$ cat config.mk
export PLATFORM = sky130hd
export DESIGN_NAME = countdown_timer
export DESIGN_NICKNAME = d
export VERILOG_FILES = /design/src/rtl/countdown_timer_pkg.sv /design/src/rtl/bcd_down_digit.sv /design/src/rtl/countdown_timer.sv
export SDC_FILE = /design/constraint.sdc
export NUM_CORES = 1
export LEC_CHECK = 0
export ABC_AREA = 1
export CORE_ASPECT_RATIO = 0.7
export CORE_MARGIN = 4
export CORE_UTILIZATION = 50
export CTS_CLUSTER_SIZE = 24
export DETAILED_ROUTE_END_ITERATION = 16
export GPL_ROUTABILITY_DRIVEN = 1
export PLACE_DENSITY_LB_ADDON = 0.3
export SETUP_SLACK_MARGIN = 0.15
export SLEW_MARGIN = 20
export SYNTH_ARGS = -nofsm -noshare
export SYNTH_HDL_FRONTEND = slang
export SYNTH_SLANG_ARGS = --single-unit
$ cat constraint.sdc
create_clock -name CLK -period 3.3 [get_ports CLK]
set_input_delay 0.33 -clock CLK [delete_from_list [all_inputs] [get_ports CLK]]
set_output_delay 0.33 -clock CLK [all_outputs]
set_load 0.1 [all_outputs]
$ cat src/rtl/countdown_timer_pkg.sv
// Shared definitions for the countdown timer: digit width, BCD limits,
// controller state encoding, count layout and a digit clamp helper.
package countdown_timer_pkg;

    localparam int DIGIT_W = 4;

    localparam logic [DIGIT_W-1:0] DEC_MAX = 4'd9;
    localparam logic [DIGIT_W-1:0] SEX_MAX = 4'd5;

    // Controller states, kept as plain constants for legacy tool flows.
    localparam logic [1:0] ST_IDLE  = 2'd0;
    localparam logic [1:0] ST_RUN   = 2'd1;
    localparam logic [1:0] ST_PAUSE = 2'd2;
    localparam logic [1:0] ST_DONE  = 2'd3;

    // Count layout M:TS.t, one BCD digit per field.
    typedef struct packed {
        logic [DIGIT_W-1:0] minutes;
        logic [DIGIT_W-1:0] tens;
        logic [DIGIT_W-1:0] secs;
        logic [DIGIT_W-1:0] tenths;
    } count_t;

    localparam count_t ZERO_COUNT = '0;

    // Saturate a raw load digit to the largest legal value of its position.
    function automatic logic [DIGIT_W-1:0] clamp_digit(
        input logic [DIGIT_W-1:0] value,
        input logic [DIGIT_W-1:0] limit
    );
        return (value > limit) ? limit : value;
    endfunction

endpackage

$ cat src/rtl/bcd_down_digit.sv
// One BCD down-counting digit. Steps when both the chain enable and the
// borrow from the next lower digit are high; wraps 0 -> modulus and
// raises borrow_out on that wrap.
module bcd_down_digit
    import countdown_timer_pkg::*;
#(
    parameter logic [DIGIT_W-1:0] modulus = DEC_MAX
) (
    input  logic               CLK,
    input  logic               reset,
    input  logic               ce,
    input  logic               load,
    input  logic               borrow_in,
    input  logic [DIGIT_W-1:0] load_value,
    output logic [DIGIT_W-1:0] digit,
    output logic               borrow_out
);

    logic step;

    assign step       = ce & borrow_in;
    assign borrow_out = step && (digit == '0);

    // Digit register: load wins over stepping; stepping wraps at zero.
    // NOTE: sequential state uses non-blocking assignments so every flop
    // samples pre-edge values regardless of block evaluation order.
    always_ff @(posedge CLK or posedge reset) begin
        if (reset) begin
            digit <= '0;
        end else if (load) begin
            digit <= load_value;
        end else if (step) begin
            digit <= (digit == '0) ? modulus : digit - 1'b1;
        end
    end

endmodule

$ cat src/rtl/countdown_timer.sv
// Countdown timer M:SS.t driven by a 10 Hz tick. Holds the run/pause/expire
// controller and the load clamp; the count itself is four chained BCD digits.
module countdown_timer
    import countdown_timer_pkg::*;
#(
    parameter int MAX_MIN = 5
) (
    input  logic               CLK,
    input  logic               reset,
    input  logic               tick,
    input  logic               load,
    input  logic               start_stop,
    input  logic [DIGIT_W-1:0] ld_min,
    input  logic [DIGIT_W-1:0] ld_tens,
    input  logic [DIGIT_W-1:0] ld_secs,
    input  logic [DIGIT_W-1:0] ld_tenths,
    output logic [DIGIT_W-1:0] minutes_digit,
    output logic [DIGIT_W-1:0] tens_seconds_digit,
    output logic [DIGIT_W-1:0] seconds_digit,
    output logic [DIGIT_W-1:0] tenths_digit,
    output logic               running,
    output logic               expired,
    output logic               done
);

    localparam logic [DIGIT_W-1:0] MAX_MIN_D = DIGIT_W'(MAX_MIN);

    logic [1:0] state;
    logic [1:0] state_next;
    count_t     load_count;
    logic       count_zero;
    logic       count_one;
    logic       dec_en;
    logic       expire_now;
    logic       borrow_tenths;
    logic       borrow_secs;
    logic       borrow_tens;
    logic       borrow_min;

    assign count_zero = (minutes_digit == '0) && (tens_seconds_digit == '0) &&
                        (seconds_digit == '0) && (tenths_digit == '0);
    assign count_one  = (minutes_digit == '0) && (tens_seconds_digit == '0) &&
                        (seconds_digit == '0) && (tenths_digit == 4'd1);

    // A tick only moves the count while running; a load in the same cycle wins.
    assign dec_en     = (state == ST_RUN) && tick && !load && !count_zero;
    // Expiry on the last tenth; a minutes borrow would be an underflow and
    // is treated as expiry too so the timer can never run past zero.
    assign expire_now = dec_en && (count_one || borrow_min);

    assign running = (state == ST_RUN);
    assign expired = (state == ST_DONE);

    // Load clamp: out-of-range minutes force the maximum time, other digits saturate.
    // NOTE: every always_comb output gets a default first so no path infers a latch.
    always_comb begin
        load_count = ZERO_COUNT;
        if (ld_min >= MAX_MIN_D) begin
            load_count.minutes = MAX_MIN_D;
        end else begin
            load_count.minutes = ld_min;
            load_count.tens    = clamp_digit(ld_tens, SEX_MAX);
            load_count.secs    = clamp_digit(ld_secs, DEC_MAX);
            load_count.tenths  = clamp_digit(ld_tenths, DEC_MAX);
        end
    end

    bcd_down_digit #(.modulus(DEC_MAX)) u_tenths (
        .CLK(CLK), .reset(reset), .ce(dec_en), .load(load), .borrow_in(1'b1),
        .load_value(load_count.tenths), .digit(tenths_digit), .borrow_out(borrow_tenths)
    );

    bcd_down_digit #(.modulus(DEC_MAX)) u_secs (
        .CLK(CLK), .reset(reset), .ce(dec_en), .load(load), .borrow_in(borrow_tenths),
        .load_value(load_count.secs), .digit(seconds_digit), .borrow_out(borrow_secs)
    );

    bcd_down_digit #(.modulus(SEX_MAX)) u_tens (
        .CLK(CLK), .reset(reset), .ce(dec_en), .load(load), .borrow_in(borrow_secs),
        .load_value(load_count.tens), .digit(tens_seconds_digit), .borrow_out(borrow_tens)
    );

    bcd_down_digit #(.modulus(DEC_MAX)) u_min (
        .CLK(CLK), .reset(reset), .ce(dec_en), .load(load), .borrow_in(borrow_tens),
        .load_value(load_count.minutes), .digit(minutes_digit), .borrow_out(borrow_min)
    );

    // Controller next state: load dominates, expiry dominates pause.
    always_comb begin
        state_next = state;
        if (load) begin
            state_next = ST_IDLE;
        end else begin
            case (state)
                ST_IDLE:  if (start_stop && !count_zero) state_next = ST_RUN;
                ST_RUN: begin
                    if (expire_now)      state_next = ST_DONE;
                    else if (start_stop) state_next = ST_PAUSE;
                end
                ST_PAUSE: if (start_stop) state_next = ST_RUN;
                default:  state_next = ST_DONE;
            endcase
        end
    end

    // State register and the one-cycle done pulse on entry to DONE.
    always_ff @(posedge CLK or posedge reset) begin
        if (reset) begin
            state <= ST_IDLE;
            done  <= 1'b0;
        end else begin
            state <= state_next;
            done  <= expire_now;
        end
    end

endmodule
### Word-level counts from Yosys, hierarchy flattened

Cells that the tools add are included.

| word-level totals | value |
|---|---|
| output and inout bits | 19 |
| RAM bits | 0 |
| flip-flop bits (word level) | 19 |
| latch bits | 0 |
| ROM bits | 0 |
| memories kept | 0 |

| cells by class | value |
|---|---|
| reduce and logical (&&, ||, !) cells | 26 |
| mux-type cells | 23 |
| $add $sub $neg | 4 |
| bitwise operators | 3 |
| shifts and indexed selects | 0 |
| equality and inequality tests | 7 |
| order comparisons | 4 |
| divide/modulo/power cells | 0 |
| multiply operators | 0 |

Operator list:

| cell | count |
|---|---|
| two-way mux 4 bit | 16 |
| logical NOT 4 bit | 4 |
| subtractor 4 x 1 -> 4 bit, second input constant | 4 |
| logical AND 1 bit | 13 |
| two-way mux 12 bit | 1 |
| two-way mux 2 bit | 5 |
| greater-than comparator 4 bit, second input constant | 2 |
| nonzero test 2 bit | 4 |
| inequality test 3 bit, second input constant | 2 |
| case mux 2 bit (3 select lines) | 1 |
| equality test 2 bit, second input constant | 2 |
| equality test 4 x 1 -> 1 bit, second input constant | 1 |
| >= comparator 4 x 3 -> 1 bit, second input constant | 1 |
| greater-than comparator 4 x 3 -> 1 bit, second input constant | 1 |
| inequality test 4 x 3 -> 1 bit, second input constant | 1 |
| AND 1 bit | 3 |
| AND reduction 3 bit | 1 |
| equality test 2 x 1 -> 1 bit, second input constant | 1 |
| logical NOT 1 bit | 2 |
| logical NOT 2 bit | 1 |
| logical OR 1 bit | 1 |

### Longest topological paths before layout

Gate-level depths: netlist of the first run.

| depth | value |
|---|---|
| depth after elaboration | 18 |
| gate-level depth with buffers | 10 |

### Modules after synthesis

From an unflattened synthesis of the first run, not the netlist that was laid out.

| second synthesis, totals | value |
|---|---|
| cell total of the unflattened synthesis | 239 |
| area total of the unflattened synthesis | 1443.9 µm² |

Modules (own cells, without submodules):

| module | cells an instance | area each (µm²) | times used |
|---|---|---|---|
| bcd_down_digit at u_min ... | 40 | 260.2 | 3 |
| countdown_timer | 89 | 436.7 | 1 |
| bcd_down_digit at u_tens | 30 | 226.5 | 1 |

### Least setup slack after synthesis of the first run

No wires, ideal clock.

| timing | value |
|---|---|
| path kind | reg2reg |
| start | reg u_secs.digit[1] |
| end | reg u_tenths.digit[0] |
| path buffers | 0 |
| cell stages (with the launch flop) | 10 |
| setup time | 118 ps |
| path slack | 1456 ps |
| arrival time | 1727 ps |
| data required time | 3182 ps |
| cell sequence | dfrtp_1 inv_1 nand2_1 nor2_4 nand3_2 nand2_2 nand2_4 nand2_1 nand2_1 o21ai_2 |

| on the way | value |
|---|---|
| longest elaborated chain between the ends | 6 |

RTL lines:

| what | RTL line | source |
|---|---|---|
| from (decl) | bcd_down_digit.sv:15 | `output logic [DIGIT_W-1:0] digit,` |
| from (signal assigned) | bcd_down_digit.sv:31 | `digit <= load_value;` |
| from (signal assigned) | bcd_down_digit.sv:33 | `digit <= (digit == '0) ? modulus : digit - 1'b1;` |
| logical NOT 4 bit | countdown_timer.sv:41 | `(seconds_digit == '0) && (tenths_digit == '0);` |
| logical AND 1 bit | countdown_timer.sv:40 | `assign count_zero = (minutes_digit == '0) && (tens_seconds_digit == '0) &&` |
| logical AND 1 bit | countdown_timer.sv:41 |  |
| logical NOT 1 bit | countdown_timer.sv:46 | `assign dec_en = (state == ST_RUN) && tick && !load && !count_zero;` |
| logical AND 1 bit | countdown_timer.sv:46 |  |
| nonzero test 2 bit (no line) | n/a |  |
| to (signal assigned) | bcd_down_digit.sv:31 |  |
| to (signal assigned) | bcd_down_digit.sv:33 |  |
| to (decl) | bcd_down_digit.sv:15 |  |

No other way between the ends.
A chain may end at the register's enable or synchronous reset.

### Worst setup path in the final report of the first run

| timing | value |
|---|---|
| start | reg u_tenths.digit[0] |
| end | out tenths_digit[0] |

RTL lines:

| what | RTL line | source |
|---|---|---|
| to (decl) | countdown_timer.sv:20 | `output logic [DIGIT_W-1:0] tenths_digit,` |

No word-level cell between the ends.

==> results of run 1 <==
-- cells by family (layout without fill, tap and decap cells) --
logic type | after synthesis | count (layout) | share of synthesized area, %
and+or+nand+nor | 111 | 111 | 41.5
AOI/OAI and AO/OA | 35 | 35 | 14.2
buffers and inverters | 31 | 72 | 9.81
DFF | 19 | 19 | 34.5
-- sequential cells by signal (all words and copies together) (netlist names) --
name	cells
u_tens.digit	4
u_tenths.digit	4
u_min.digit	4
done	1
u_secs.digit	4
state	2
-- final timing paths --
kind | slack, ps | end
min in group CLK | 560 | u_min.digit[1]
max in group asynchronous | 2330 | u_secs.digit[2]
min | 480 | u_tens.digit[0]
min reg2reg | 560 | u_min.digit[1]
max | 1040 | tenths_digit[0]
max reg2reg | 1870 | u_secs.digit[2]
-- placed cells by master, fill, tap and decap left out --
master,n
nand3_2,3
clkbuf_8,3
dfrtp_1,19
a21oi_1,3
a22oi_1,1
inv_2,6
o22ai_1,1
buf_4,1
o21ai_2,1
nor2_2,4
clkdlybuf4s50_1,38
o21ai_0,19
clkinv_1,2
nand4_4,1
nand3_1,12
a211o_1,1
nand2_4,3
inv_8,1
nor2_8,1
or2_2,1
a21boi_0,1
inv_1,20
nor2_1,21
o21ai_1,6
a22o_1,1
nand4_1,1
nor2_4,4
nand2_1,52
clkinv_2,1
nand2_2,8
o21bai_1,1
-- final cells by class --
class,instances,area (sq um)
Clock buffer,3,41.3
Clock inverter,1,5.00
Timing Repair Buffer,39,388
Fill cell,234,717
Sequential cell,19,475
Multi-Input combinational cell,146,767
Inverter,29,116
Tap cell,34,42.5
-- power by group through the flow --
stage / logic, W / clock network (W) / registers [W]
after global routing: 0.000765 / 0.000182 / 0.000339
after floorplan: 0.000270 / 0 / 0.000614
after global placement: 0.000714 / 0 / 0.000333
final: 0.000724 / 0.000166 / 0.000332
after CTS: 0.000724 / 0.000169 / 0.000330
after detailed placement: 0.000720 / 0 / 0.000333
-- through the flow --
stage	std cells	util, %	area, sq um
2_1_floorplan	196	-	1380
3_3_place_gp	267	70.1	1790
3_5_place_dp	267	70.1	1790
4_1_cts	271	71.9	1840
5_1_grt	271	71.9	1840
6_report	271	71.9	1840
-- per-layer routing --
layer	vias up	part of all wire (%)	track usage [%]
li1	705	-	-
met4	0	0.42	5.00
met5	-	0	0
met1	652	45	23.2
met3	2	6.2	5.98
met2	44	48	31.4
==> summary.md, run 1 <==
| Metric | Value |
|---|---|
| Die W | `70.7 um` |
| Async SR Flop Fraction | `100%` |
| Commonest cells in the netlist | `52 x nand2_1, 21 x nor2_1, 20 x inv_1` |
| Critical path type | `flop to primary output` |
| Worst-path clk slew | `80 ps` |
| Net count after synthesis | `217` |
| F_max | `442 MHz` |
| First-pass GRT wire length | `5.40 mm` |
| GP Congestion | `0.853` |
| Routed WL | `3.34 mm` |
| Largest net degree at the start of global routing | `20` |
| CP bufs+invs | `1` |
| Share of cells above drive strength 1 | `16.0%` |
| Place WS | `1250 ps` |
| IO Pins | `40` |
| Routed vias | `1,403` |
| DR iter-0 viols | `87` |
| Netlist Area Pre-Place | `0.00138 sq mm` |
| TritonCTS clock tree | `built` |
| Die footprint | `0.00367 sq mm` |
| Nets | `259` |
| Clock Power Share | `13.6%` |
| Port bufs | `39` |
| # rows | `15` |
| # Post-CTS Setup Buffers | `0` |
| Post-synth top flop | `dfrtp_1` |
| Area delta synth->final | `33.2%` |
| Register bit total from synthesis | `19` |
| Slew margin rel. | `34.5%` |
| Clock Path Buffers | `2` |
| Reg2reg start | `u_tens.digit[2]` |
| Grt ovf | `0` |
| DRC | `0` |
| Synth top area cells | `dfrtp_1 35%, nand2_1 14%, o21ai_0 6.9%, nor2_1 5.7%, inv_1 5.4%` |
| Final total power | `0.00122 W` |
| Critical Path Max Stage Delay | `1180 ps` |
| Post-synth top area share | `34.5%` |
| Static leakage | `0.875 nW` |
| EDFF count, synth | `0` |
| Tmin final | `2260 ps` |
| Max FO, Critical Path | `6` |
| Power per Cell Area | `665 mW/mm^2` |
| Hpwl dp | `2.60 mm` |
| Pre-antenna DRT Iters | `4` |
| Cts repair resizes | `0` |
| Status | `finished clean` |
| Post-CTS Hold Buffers | `0` |
| Core footprint | `0.00255 sq mm` |
| Levels on crit path | `1` |
| Startpoint Class | `flop` |
| Initial core utilization | `54.0%` |
| Syn Inst Count | `196` |
| Die height | `51.9 um` |
| Final Hold Viols | `0` |
| CP Data Arrival Time | `1930 ps` |
| R2R cell count | `8` |
| RSZ-0062 raised after global routing | `false` |
| Net Sw Power | `0.000676 W` |
| Vias in the first global route | `1,273` |
| Crit path max-delay family | `buffers and inverters` |
| Via/cell ratio | `5.18` |
| Root buf cell | `clkbuf_8` |
| Count leader, synth | `nand2_1` |
| Number of distinct library cells after synthesis | `29` |
| H-tree levels | `1` |
| Tcrit/Tclk final | `68.6%` |
| Total track usage | `18.6%` |
| Finish-stage setup viols | `0` |
| CTS Sinks | `19` |
| CP Capture Type | `primary output` |
| Sequential area share after synthesis | `34.5%` |
| Avg Inst Size Synth | `7.03 sq um` |
| Switching Share | `55.3%` |
| Leading area contributor after synthesis | `dfrtp_1` |
| Skew final | `11.6 ps` |
| Worst skew pair latency | `270 ps` |
| P_int | `0.000545 W` |
| Max-Cap Viols | `0` |
| Slew Viols, Final | `0` |
| Yosys warns | `0` |
| Final WS setup | `1040 ps` |
| Slew at the pin closest to its max-slew limit | `979 ps` |
| Initial antenna violation count | `0` |
| CTS buffer count | `3` |
| Register share of total power | `27.2%` |
| Avg WL per Cell | `12.3 um` |
| ANT cells | `0` |
| Hold Path Class | `input port to asynchronous set/reset pin` |
| Required time of the critical path | `2970 ps` |
| Combinational share of power | `59.3%` |
| Fin Setup TNS | `0 ps` |
| Slowest stage cell, crit path | `clkdlybuf4s50_1` |
| Crit-path cells | `clkdlybuf4s50_1` |
| Crit path launch | `u_tenths.digit[0]` |
| Hold_ws | `484 ps` |
| IR drop worst, VDD | `590 uV` |
| ANT nets after route | `0` |
(Power assumes the default switching activity.)
==> inputs of run 2 (changes only) <==
--- a/config.mk
+++ b/config.mk
@@ -8,7 +8,7 @@
 export ABC_AREA = 1
 export CORE_ASPECT_RATIO = 0.7
 export CORE_MARGIN = 4
-export CORE_UTILIZATION = 50
+export CORE_UTILIZATION = 47
 export CTS_CLUSTER_SIZE = 24
 export DETAILED_ROUTE_END_ITERATION = 16
 export GPL_ROUTABILITY_DRIVEN = 1
==> constraint.sdc (replaced) <==
create_clock -name CLK -period 2.3 [get_ports CLK]
set_input_delay 0.23 -clock CLK [delete_from_list [all_inputs] [get_ports CLK]]
set_output_delay 0.23 -clock CLK [all_outputs]
set_load 0.1 [all_outputs]
==> summary.md, run 2 (same netlist as run 1, synthesis figures left out) <==
| Metric | Value |
|---|---|
| DR iter-0 viols | `81` |
| Power per Cell Area | `957 mW/mm^2` |
| Tcrit/Tclk final | `67.7%` |
| Slew at the pin closest to its max-slew limit | `719 ps` |
| Initial core utilization | `49.2%` |
| Post-CTS Hold Buffers | `0` |
| Core footprint | `0.00280 sq mm` |
| Share of cells above drive strength 1 | `23.9%` |
| Die footprint | `0.00388 sq mm` |
| Worst-path clk slew | `80 ps` |
| Final Hold Viols | `0` |
| Static leakage | `0.907 nW` |
| Met2 wire length | `1.43 mm` |
| Place WS | `633 ps` |
| IO Pins | `40` |
| Max-Cap Viols | `0` |
| CP Data Arrival Time | `1330 ps` |
| Root buf cell | `clkbuf_8` |
| GP Congestion | `0.847` |
| Slew Viols, Final | `0` |
| Initial antenna violation count | `0` |
| Cell area after layout | `0.00180 sq mm` |
| TritonCTS clock tree | `built` |
| Required time of the critical path | `2070 ps` |
| Placed Area | `0.00175 sq mm` |
| Startpoint Class | `flop` |
| Die W | `72.7 um` |
| Post-Route M1 WL | `1.54 mm` |
| Skew final | `9.06 ps` |
| Max FO, Critical Path | `4` |
| # Post-CTS Setup Buffers | `0` |
| Finish-stage setup viols | `0` |
| Total track usage | `18.3%` |
| DR WL met3 | `247 um` |
| IR drop worst, VDD | `918 uV` |
| Die height | `53.3 um` |
| Largest net degree at the start of global routing | `20` |
| F_max | `643 MHz` |
| Cts repair resizes | `0` |
| Grt ovf | `0` |
| CP Capture Type | `primary output` |
| Area delta synth->final | `30.7%` |
| Pre-antenna DRT Iters | `4` |
| Routed WL | `3.23 mm` |
| Final WS setup | `744 ps` |
| First-pass GRT wire length | `5.50 mm` |
| H-tree levels | `1` |
| ANT nets after route | `0` |
| RSZ-0062 raised after global routing | `false` |
| # rows | `16` |
| Status | `finished clean` |
| Hpwl dp | `2.58 mm` |
| Port bufs | `39` |
| Via/cell ratio | `5.05` |
| Routed vias | `1,384` |
| CTS buffer count | `3` |
| Tmin final | `1560 ps` |
| Clock Path Buffers | `2` |
| Hold Path Class | `input port to asynchronous set/reset pin` |
| Fin util | `64.2%` |
| Most frequent cells in the layout | `52 x nand2_1, 21 x nor2_1, 20 x inv_1, 20 x clkdlybuf4s50_1, 20 x buf_4` |
| Critical path type | `flop to primary output` |
| Slew margin rel. | `52.0%` |
| Worst skew pair latency | `260 ps` |
| Vias in the first global route | `1,203` |
| ANT cells | `0` |
| CTS Sinks | `19` |
| DRC | `0` |
| Fin Setup TNS | `0 ps` |
| Avg WL per Cell | `11.8 um` |
| Nets | `260` |
| Max Used Layer | `met4` |
| Commonest non-fill, non-tap cell in the layout | `nand2_1` |
| # fillers | `254` |
run 2: cell types whose count changed in the layout (fill, tap and decap cells not counted):
cell / before / now
clkdlybuf4s50_1: 38 / 20
buf_4: 1 / 20
run 2: layout make-up:
cell class	instances	area, sq um	share of cell area (%)
inverters	29	116	6.46
multi-input cells	146	767	42.6
clock inverters	1	5.00	0.278
clock buffers	3	41.3	2.29
repair buffers	40	350	19.5
well taps	36	45.0	2.50
flip-flops and latches	19	475	26.4
run 2: path summary, 6_finish.rpt:
kind,startpoint,endpoint,slack (ps),cells past startpoint
worst max-delay path,state[1],running,740,4
worst min-delay path,reset,u_tens.digit[1],380,2
worst max register to register,u_tenths.digit[0],u_tenths.digit[3],890,8
worst min register to register,u_min.digit[3],u_min.digit[3],560,2
max in group asynchronous,reset,done,1450,2
min in group CLK,u_min.digit[3],u_min.digit[3],560,2
run 2: critical path, cell delays in order (launching register included):
cell     delay [ps]
dfrtp_1         420
inv_1            70
nand2_1         130
inv_1           140
buf_4           300
run 2: through the flow:
step | instances | total power, W | hold slack [ps]
6_report | 274 | 0.00172 | 381
3_3_place_gp | 270 | 0.00148 | 543
2_1_floorplan | 196 | 0.00127 | 181
3_5_place_dp | 270 | 0.00149 | 549
4_1_cts | 274 | 0.00173 | 415
5_1_grt | 274 | 0.00183 | 465
run 2: report_power, final:
group	switching [W]	internal, W	total [W]	leakage (nW)
registers	0.0000832	0.000395	0.000479	0.245
clock network	0.000113	0.000120	0.000234	0.0255
logic	0.000765	0.000246	0.00101	0.636
total	0.000962	0.000762	0.00172	0.907
run 2: metal layers:
layer / vias up / global-route usage, %
met5: - / 0
met4: 0 / 3.68
met3: 2 / 4.74
met2: 47 / 28.7
met1: 628 / 25.4
li1: 707 / -
